## src/rtl/z_fetch.sv

```systemverilog
// z_fetch: instruction-fetch front end for the single-cycle controller.
// Owns the PC, issues one imem read at a time, holds inst until accepted.
module z_fetch #(
  parameter logic [31:0] RESET_PC  = 32'h0000_0000,
  parameter logic [31:0] HALT_INST = 32'hFFFF_FFFF
) (
  input  logic        clk,
  input  logic        rst_n,
  output logic        imem_req,
  output logic [31:0] imem_addr,
  input  logic        imem_ready,
  input  logic [31:0] imem_rdata,
  output logic        inst_valid,
  input  logic        inst_ready,
  output logic [31:0] inst,
  output logic [31:0] pc,
  input  logic [31:0] next_pc,
  output logic [31:0] retired,
  output logic        halted,
  output logic        fault
);

  typedef enum logic [1:0] {
    FETCH = 2'd0,
    HOLD  = 2'd1,
    HALT  = 2'd2,
    FAULT = 2'd3
  } state_t;

  state_t state;
  logic   accept;

  assign imem_req  = rst_n & (state == FETCH);
  assign imem_addr = pc;
  assign accept    = inst_valid & inst_ready;

  always_ff @(posedge clk or negedge rst_n) begin
    if (!rst_n) begin
      state      <= FETCH;
      pc         <= RESET_PC;
      inst       <= 32'h0;
      inst_valid <= 1'b0;
      retired    <= 32'h0;
      halted     <= 1'b0;
      fault      <= 1'b0;
    end else begin
      unique case (state)
        FETCH: begin
          if (imem_ready) begin
            inst       <= imem_rdata;
            inst_valid <= 1'b1;
            state      <= HOLD;
          end
        end
        HOLD: begin
          if (accept) begin
            retired    <= retired + 32'd1;
            inst_valid <= 1'b0;
            if (inst == HALT_INST) begin
              state  <= HALT;
              halted <= 1'b1;
            end else if (next_pc[1:0] != 2'b00) begin
              // keep the offending target visible on pc
              state <= FAULT;
              fault <= 1'b1;
              pc    <= next_pc;
            end else begin
              pc    <= next_pc;
              state <= FETCH;
            end
          end
        end
        HALT, FAULT: begin
          inst_valid <= 1'b0;
        end
        default: begin
          state <= FETCH;
        end
      endcase
    end
  end

endmodule
```

## config.mk

```make
export PLATFORM = sky130hd
export DESIGN_NAME = z_fetch
export DESIGN_NICKNAME = d
export VERILOG_FILES = /design/src/rtl/z_fetch.sv
export SDC_FILE = /design/constraint.sdc
export NUM_CORES = 1
export LEC_CHECK = 0
export CAP_MARGIN = 20
export CORE_AREA = 2 2 138 140
export DETAILED_ROUTE_END_ITERATION = 6
export DIE_AREA = 0 0 140 142
export GPL_TIMING_DRIVEN = 0
export RECOVER_POWER = 50
export REMOVE_ABC_BUFFERS = 1
export SETUP_SLACK_MARGIN = 0.05
export SLEW_MARGIN = 20
export SYNTH_ARGS = -nofsm -noshare
export SYNTH_HDL_FRONTEND = slang
export SYNTH_SLANG_ARGS = --single-unit
export TNS_END_PERCENT = 10
```

## constraint.sdc

```tcl
create_clock -name clk -period 2.25 [get_ports clk]
set_input_delay 0.45 -clock clk [delete_from_list [all_inputs] [get_ports clk]]
set_output_delay 0.45 -clock clk [all_outputs]
set_load 0.01 [all_outputs]
```

==> summary.txt <==
GRT Overall Usage - 0.1212
crit path max fanout - 15
Post-synth top cells - dfrtp_1, buf_4, mux2_2, mux2_4, xnor2_1
worst path arrival time - 2310 ps
Finish-stage setup viols - 0
clk_lat worst skew - 340 ps
peak supply drop - 0.4232 mV
total wire length - 11690 um
Critical Path Sink Type - flop
Synth async-reset ratio - 1.000
crit path launch type - input pin
setup repair after global routing missed its margin - false
PD cells - 774.9 nW/um2
Crit path depth - 5
Hold Slack - 32.90 ps
P&R area growth vs syn - 51.81%
fin worst setup slack - 175.6 ps
Mapped Area - 4554 um2
core area - 18460 um2
layout cells sized above 1 - 0.1789
status - complete, but fails checks
I/O Buffers - 199
Post-Place Cell Area - 6595 um2
largest net degree at the start of global routing - 37
max frequency - 482.1 MHz
FF-to-FF path depth - 4
Sum Neg Setup Slack - 0 ps
WS Path Type - in -> reg
synth unique cells - 37
CP max-delay cell - and4_1
GRT overflow - 0
initial antenna violation count - 0
GP Congestion - 0.7273
fin crit share - 0.9219
count of flip-flops with a built-in enable after synthesis - 0
Final Net Count - 568
Reg-to-Reg Start - state[1]$_DFFE_PN0P_
DR vias - 3210
crit-path max cell delay - 660 ps
Max Slew Vio Count - 67
synth warn - 0
CTS tree - built
H-Tree Depth - 3
Yosys reg bits - 101
R2R Path End - retired[29]$_DFFE_PN0P_
r2r setup slk - 280 ps
Leak - 2.959 nW
Top delay family on crit path - simple AND/OR/NAND/NOR gates
drc violations - 16
cells after synthesis - 329
num rows - 50
top_reg_cell synth - dfrtp_1
top-area cell type share of the netlist area - 0.5549
Place WS - -214.6 ps
initial drt markers - 131
Initial Util - 0.2468
worst-case clock buffer depth - 2
Chip Height - 142 um
worst clock skew - 8.345 ps
drt first pass iters - 7
post-route insts no fill - 737
via count of the first global-routing pass - 3490
sequential share of the synthesized area - 0.5549
DPL Wire Length - 8205 um
Routed WL per cell - 15.86 um
Clock transition at path regs - 70 ps
CP Data Required Time - 2480 ps
max_slew headroom - -0.1587
count leader, synth - dfrtp_1
clock sink total - 101
crit-path cells - clkdlybuf4s50_1, and4b_2, and4_1, nand4_1, xnor2_1
Max-Cap Viols - 2
Final min period - 2074 ps
root buffer cell - clkbuf_16
Vias/cell - 4.355
crit path buf inv count - 1
most area-hungry cell type in the Yosys netlist - dfrtp_1
I/O pin cnt - 200
failing checks - design-rule violations, max-capacitance violations, max-slew violations
# diodes - 0
cell area after layout - 6914 um2
total CTS buffers - 9
ranking of synthesized cells by area - dfrtp_1, mux2_4, mux2_2
Antenna Nets Post-Route - 0
full die area - 19880 um2
syn_area_per_cell - 13.84 um2
final hold vios - 0
Worst Tran Pin Value - 1738 ps
first-pass GRT wire length - 18910 um
placed cell count - 719
post-CTS setup buffer count - 0
die width - 140 um
Hold Path Class - in -> async
==> kinds of logic after synthesis <==
logic type / synth area share
flip-flops: 0.5549
AND/OR/NAND/NOR: 0.1104
multiplexers: 0.1830
buffers and inverters: 0.07472
XOR/XNOR: 0.05962
AO/OA/AOI/OAI: 0.01456
adder cells (fa/ha/maj): 0.002747
==> through the flow <==
step,utilization,total power [mW]
floorplan,-,2.862
global route,0.3746,5.666
detailed placement,0.3574,3.947
global placement,0.3523,3.915
finish,0.3746,5.357
CTS,0.3782,5.573
==> sequential cells by signal, indices dropped and copies added, names as in the netlist <==
register	count
retired	32
state	2
halted	1
imem_addr	32
inst_valid	1
fault	1
inst	32
==> power by group <==
part	internal, mW	switching, mW	leakage, nW	total, mW
clock network	0.861	0.686	0.131	1.55
registers	2.10	0.231	1.31	2.33
logic	0.964	0.516	1.51	1.48
==> per-layer routing <==
layer / global-route usage / part of all wire
met1: 0.1459 / 0.42
met2: 0.2046 / 0.49
met3: 0.04576 / 0.084
met4: 0.03349 / 0.011
met5: 0 / 0
==> how the worst max path moves through the flow <==
stage,startpoint,endpoint,slack (ps)
after CTS,state[0]$_DFFE_PN0P_,imem_req,160
after global placement,rst_n,imem_req,-3560
after detailed placement,rst_n,imem_req,-210
after global routing,inst_ready,retired[29]$_DFFE_PN0P_,110
after floorplan,state[1]$_DFFE_PN0P_,imem_addr[22]$_DFFE_PN0P_,-410
final,inst_ready,retired[29]$_DFFE_PN0P_,180
==> cell type report <==
| type | instances | area, um2 |
|---|---|---|
| fillers | 1774 | 11540 |
| flip-flops and latches | 101 | 2527 |
| repair buffers | 205 | 2105 |
| multi-input cells | 181 | 1695 |
| well taps | 234 | 292.8 |
| clock buffers | 10 | 229.0 |
| clock inverters | 5 | 61.31 |
| inverters | 1 | 3.754 |
==> timing repair <==
action,CTS,global route
resized for setup,2,0
hold buffers,1,0
endpoints found under the setup margin,1,0
hold endpoints to repair,29,0
==> placed cells by master (no fill, tap or decap), types with 2 or more instances in the layout <==
| master | n |
|---|---|
| nand3_1 | 11 |
| nand4b_1 | 3 |
| clkdlybuf4s50_1 | 140 |
| nor2_1 | 2 |
| mux2_4 | 30 |
| and3_1 | 10 |
| clkinvlp_4 | 3 |
| a21oi_1 | 2 |
| xnor2_1 | 30 |
| nand4_1 | 25 |
| clkbuf_1 | 3 |
| mux2_2 | 33 |
| and4_1 | 5 |
| buf_16 | 3 |
| o21bai_1 | 2 |
| dlygate4sd3_1 | 58 |
| clkbuf_16 | 9 |
| nand2_1 | 8 |
| nor4_4 | 2 |
| dfrtp_1 | 101 |
No activity file was read; power rests on OpenSTA's default activity.
